===== src/rtl/alu_multicycle.sv =====
// rtl/alu_multicycle.sv - ALU with single-cycle ops and iterative shift-add multiply
module alu_multicycle #(
    parameter  int WIDTH = 32,
    localparam int SHW   = $clog2(WIDTH)
) (
    input  logic             clk_i,
    input  logic             rst_i,
    input  logic             start_i,
    input  logic [3:0]       ctrl_i,
    input  logic [WIDTH-1:0] src1_i,
    input  logic [WIDTH-1:0] src2_i,
    input  logic [SHW-1:0]   shamt_i,
    output logic             busy_o,
    output logic             done_o,
    output logic [WIDTH-1:0] result_o,
    output logic             zero_o,
    output logic             illegal_o
);

    localparam logic [3:0] OP_AND  = 4'b0000;
    localparam logic [3:0] OP_OR   = 4'b0001;
    localparam logic [3:0] OP_ADD  = 4'b0010;
    localparam logic [3:0] OP_SUB  = 4'b0110;
    localparam logic [3:0] OP_SLT  = 4'b0111;
    localparam logic [3:0] OP_SRA  = 4'b1000;
    localparam logic [3:0] OP_SRAV = 4'b1001;
    localparam logic [3:0] OP_MUL  = 4'b1011;
    localparam logic [3:0] OP_BNE  = 4'b1100;

    typedef enum logic [1:0] {
        S_IDLE,
        S_MUL,
        S_DONE
    } state_t;

    state_t           state;
    state_t           next_state;

    logic [WIDTH-1:0] mcand;
    logic [WIDTH-1:0] mplier;
    logic [WIDTH-1:0] acc;
    logic [SHW-1:0]   cnt;

    logic [WIDTH-1:0] alu_res;
    logic             alu_zero;
    logic             alu_ill;
    logic [WIDTH-1:0] acc_next;
    logic             mul_last;

    // Single-cycle operation result, decoded straight from the request inputs
    always_comb begin
        alu_res = '0;
        alu_ill = 1'b0;
        case (ctrl_i)
            OP_ADD:  alu_res = src1_i + src2_i;
            OP_SUB:  alu_res = src1_i - src2_i;
            OP_AND:  alu_res = src1_i & src2_i;
            OP_OR:   alu_res = src1_i | src2_i;
            OP_SLT:  alu_res = {{(WIDTH-1){1'b0}}, ($signed(src1_i) < $signed(src2_i))};
            OP_SRA:  alu_res = $unsigned($signed(src2_i) >>> shamt_i);
            OP_SRAV: alu_res = $unsigned($signed(src2_i) >>> src1_i[SHW-1:0]);
            OP_BNE:  alu_res = src1_i - src2_i;
            OP_MUL:  alu_res = '0;
            default: alu_ill = 1'b1;
        endcase
        // BNE inverts the sense of the flag: set means branch taken
        if (alu_ill)
            alu_zero = 1'b0;
        else if (ctrl_i == OP_BNE)
            alu_zero = |alu_res;
        else
            alu_zero = ~|alu_res;
    end

    // One shift-add step; the last step's sum feeds the result register directly
    always_comb begin
        acc_next = mplier[0] ? (acc + mcand) : acc;
        mul_last = (cnt == SHW'(WIDTH - 1));
    end

    // State register
    always_ff @(posedge clk_i or posedge rst_i) begin
        if (rst_i)
            state <= S_IDLE;
        else
            state <= next_state;
    end

    // Next-state logic; start is only honoured in IDLE, with no queuing
    always_comb begin
        next_state = state;
        case (state)
            S_IDLE: begin
                if (start_i)
                    next_state = (ctrl_i == OP_MUL) ? S_MUL : S_DONE;
            end
            S_MUL: begin
                if (mul_last)
                    next_state = S_DONE;
            end
            S_DONE:  next_state = S_IDLE;
            default: next_state = S_IDLE;
        endcase
    end

    // Datapath: operand capture, multiply iterations and result/flag registers
    always_ff @(posedge clk_i or posedge rst_i) begin
        if (rst_i) begin
            mcand     <= '0;
            mplier    <= '0;
            acc       <= '0;
            cnt       <= '0;
            result_o  <= '0;
            zero_o    <= 1'b0;
            illegal_o <= 1'b0;
        end else begin
            case (state)
                S_IDLE: begin
                    if (start_i) begin
                        if (ctrl_i == OP_MUL) begin
                            mcand  <= src1_i;
                            mplier <= src2_i;
                            acc    <= '0;
                            cnt    <= '0;
                        end else begin
                            result_o  <= alu_res;
                            zero_o    <= alu_zero;
                            illegal_o <= alu_ill;
                        end
                    end
                end
                S_MUL: begin
                    acc    <= acc_next;
                    mcand  <= mcand << 1;
                    mplier <= mplier >> 1;
                    cnt    <= cnt + SHW'(1);
                    if (mul_last) begin
                        result_o  <= acc_next;
                        zero_o    <= ~|acc_next;
                        illegal_o <= 1'b0;
                    end
                end
                default: ;
            endcase
        end
    end

    // Handshake outputs follow the state directly
    always_comb begin
        busy_o = (state == S_MUL);
        done_o = (state == S_DONE);
    end

endmodule


===== config.mk =====
export PLATFORM = sky130hd
export DESIGN_NAME = alu_multicycle
export DESIGN_NICKNAME = d
export VERILOG_FILES = /design/src/rtl/alu_multicycle.sv
export SDC_FILE = /design/constraint.sdc
export NUM_CORES = 1
export LEC_CHECK = 0
export ABC_AREA = 1
export CAP_MARGIN = 5
export CORE_MARGIN = 3
export CORE_UTILIZATION = 35
export DETAILED_ROUTE_END_ITERATION = 12
export HOLD_SLACK_MARGIN = 0.02
export SLEW_MARGIN = 15
export SYNTH_ARGS = -nofsm -noshare
export SYNTH_HDL_FRONTEND = slang
export SYNTH_SLANG_ARGS = --single-unit

===== constraint.sdc =====
create_clock -name clk_i -period 6.8 [get_ports clk_i]
set_input_delay 1.36 -clock clk_i [delete_from_list [all_inputs] [get_ports clk_i]]
set_output_delay 1.36 -clock clk_i [all_outputs]
set_load 0.02 [all_outputs]

==> results.ini <==
[critical_path]
crit_fanout=4
crit_type=input port to flop
worstPathRequired_ps=7150
crit_path_max_incr_delay_ps=630
arrival_ps=5630
cp_slowest_cell=clkdlybuf4s50_1
cp-start-kind=input port
cp_common_cell=nand2_1
critPathTopFamily=simple AND/OR/NAND/NOR gates
endpoint_kind=flop
cp_num_buf_inv=3
worstPathCellList=clkdlybuf4s50_1 -> inv_1 -> ha_1 -> fa_1 -> inv_1 -> nand2_1 -> o21ai_0 -> nand2_1 -> nand2_1 -> nand2_1 -> nand2_1 -> nand2_1 -> a31oi_1 -> nand2_1 -> nor2_1 -> nand2_1 -> nor2_1 -> nand2_1 -> nor2_2 -> nand4_1 -> nand3_1 -> nand2_1 -> nand2_1 -> nand2_1
worst-path-stages=24
reg2reg_depth=15

[clock_network]
root_buffer=clkbuf_16
post_cts_buffers=0
clk_pin_slew_ps=60
cts_tree=yes
cts_hold_buf=0
cts_made_buffers=17
cts_sinks=137
cts.path.max_buffers=2
cts_resized=0
htreeDepth=4
clock_latency_ps=480

[sta]
slew_headroom_pct=24.87
fin_crit_ps=5276
clock_skew_ps=21.70
fin_crit_sh_pct=77.58
setup_viol_count_final=0
fin_setup_tns_ps=0
rsz0062_at_grt=no
hold_violations=0
slew_violations=0
worst_slew_pin_slew_ps=1123
max_freq_mhz=189.6

[pwr]
p_leak_uw=0.009176
powerDensity_mw_per_mm2=306.6
ir_drop_uv=246.0
p_total_uw=5681

[hold_path]
min_path_type=flop to flop
hold_depth=2

[grt]
grt_pass1_wl_um=113000
antenna_found_initial=4
grt_pass1_vias=18330
grt_max_degree=93
grt-ovfl-total=0
track_usage_pct=30.28

[routing]
viasPerCell=5.584
via_count=19060
avgRoutedWirePerCell_um=22.32
drtIter0Drc=1809
wl_um=76190
drc_errors=0
antenna_left=0
firstDrtPassIters=6

[run_status]
status=finished, final reports clean

[die]
die-area_mm2=0.04911
die_h_um=221.6
die_w_um=221.6
start_util_pct=35.62
fp.coreArea_mm2=0.04567
pin_count=112
rows=78

[yosys]
synthesis.nets=2955
synth_cell_types=52
synth_top_flop_cell=dfrtp_1
netlist_area_mm2=0.01627
synth_area_leaders=dfrtp_1 (21%), nand2_1 (18%), ha_1 (11%)
ys_ff_latch=137
ys_seq_area_share_pct=21.07
yosysWarningCount=0
yosys.cell_count.top_type=nand2_1
async_flop_share_pct=100.0
synth_edf_count=0
netlist.area_leader.share_pct=21.07
avgSynthCellArea_um2=5.949
yosys-top-cells-count=nand2_1 (789), inv_1 (367), nand3_1 (325)
synthCells=2735
synth_top_cell_by_area=dfrtp_1

[placement]
place_congestion=0.9879
hpwl_um=62160
placed_area_mm2=0.01797
io_buffers=111

[finish]
fillCellCount=5068
drive_gt1_share_pct=3.805
finalNetCount=3019
fin_area_mm2=0.01853
areaGrowthSynthToFinish_pct=13.89
postLayoutCoreUtil_pct=40.57

[flow_run]
drv_cap=0

routing by layer:
| metal | track usage [%] | vias to the layer above | wire, um |
|---|---|---|---|
| met5 | 0 | - | 13 |
| met4 | 13.99 | 2 | 3707 |
| met3 | 4.833 | 130 | 4620 |
| met2 | 48.17 | 663 | 34050 |
| met1 | 40.35 | 9158 | 33790 |
| li1 | - | 9111 | - |
cell families after synthesis:
logic type / after synthesis / share of synthesized area [%]
compound gates: 482 / 17.29
xor+xnor: 17 / 0.9151
fa+ha+maj: 144 / 11.21
buf+inv: 484 / 11.69
simple gates: 1471 / 37.83
flops: 137 / 21.07
worst min-delay path, delay by kind of cell (launching register included):
kind,cells,cell delay (ps)
flip-flops,1,350
AO/OA/AOI/OAI,1,60
AND/OR/NAND/NOR,1,50
report_power, final:
group / switching, uW / leakage (uW) / internal [uW]
Clock: 418 / 0.000268 / 484
Combinational: 2230 / 0.00718 / 1110
Sequential: 261 / 0.00173 / 1180
Total: 2910 / 0.00918 / 2770
area by class of cell:
cell class	instances	area, um2	share of cell area (%)
Multi-Input combinational cell	2114	10950	59.10
Sequential cell	137	3428	18.50
Inverter	377	1421	7.670
Timing Repair Buffer	152	1419	7.657
Tap cell	600	750.7	4.051
Clock buffer	19	442.9	2.390
Clock inverter	13	112.6	0.6077
Antenna cell	2	5.005	0.02701
placed cells by master, fill, tap and decap left out, types with 3 or more instances in the layout:
master and instances:
o21a_1 4, nor3_1 32, fa_1 3, nand3_1 325, inv_2 6, nand2_1 789, o21ai_4 3, nor2_2 3
xor2_1 11, clkbuf_16 17, buf_4 41, dfrtp_1 137, ha_1 141, o21bai_1 9, nand2_2 4, nor2_4 3
xnor2_1 6, a22o_1 3, o211ai_1 72, nand4_1 34, clkinv_4 5, clkdlybuf4s50_1 111, and3_1 4, o221ai_1 14
o22ai_1 16, or2_2 12, a31oi_1 14, nor2_1 254, clkinv_1 3, nor4_1 4, o21ai_0 191, inv_6 4
o21ai_1 6, inv_1 366, a21oi_1 134
state kept, by name (all words and copies together), names as in the netlist:
| register | flops |
|---|---|
| acc | 32 |
| cnt | 5 |
| illegal_o | 1 |
| mcand | 32 |
| mplier | 32 |
| result_o | 32 |
| state | 2 |
| zero_o | 1 |
path summary, 6_finish.rpt:
check	from	endpoint	slack [ps]
max in group asynchronous	rst_i	acc[14]$_DFFE_PP0P_	4130
hold / removal	result_o[26]$_DFFE_PP0P_	result_o[26]$_DFFE_PP0P_	500
setup reg to reg	mcand[0]$_DFFE_PP0P_	result_o[26]$_DFFE_PP0P_	2770
hold reg to reg	result_o[26]$_DFFE_PP0P_	result_o[26]$_DFFE_PP0P_	500
min in group asynchronous	rst_i	mplier[0]$_DFFE_PP0P_	1450
setup / recovery	src1_i[0]	zero_o$_DFFE_PP0P_	1520
stage by stage:
stage	cells	setup slack [ps]	hold WS, ps
2_1_floorplan	2735	1772	468.1
3_3_place_gp	3380	961.2	475.3
3_5_place_dp	3380	1128	494.0
4_1_cts	3412	1642	511.8
5_1_grt	3414	1248	524.5
6_report	3414	1524	498.0
(Power assumes the default switching activity.)
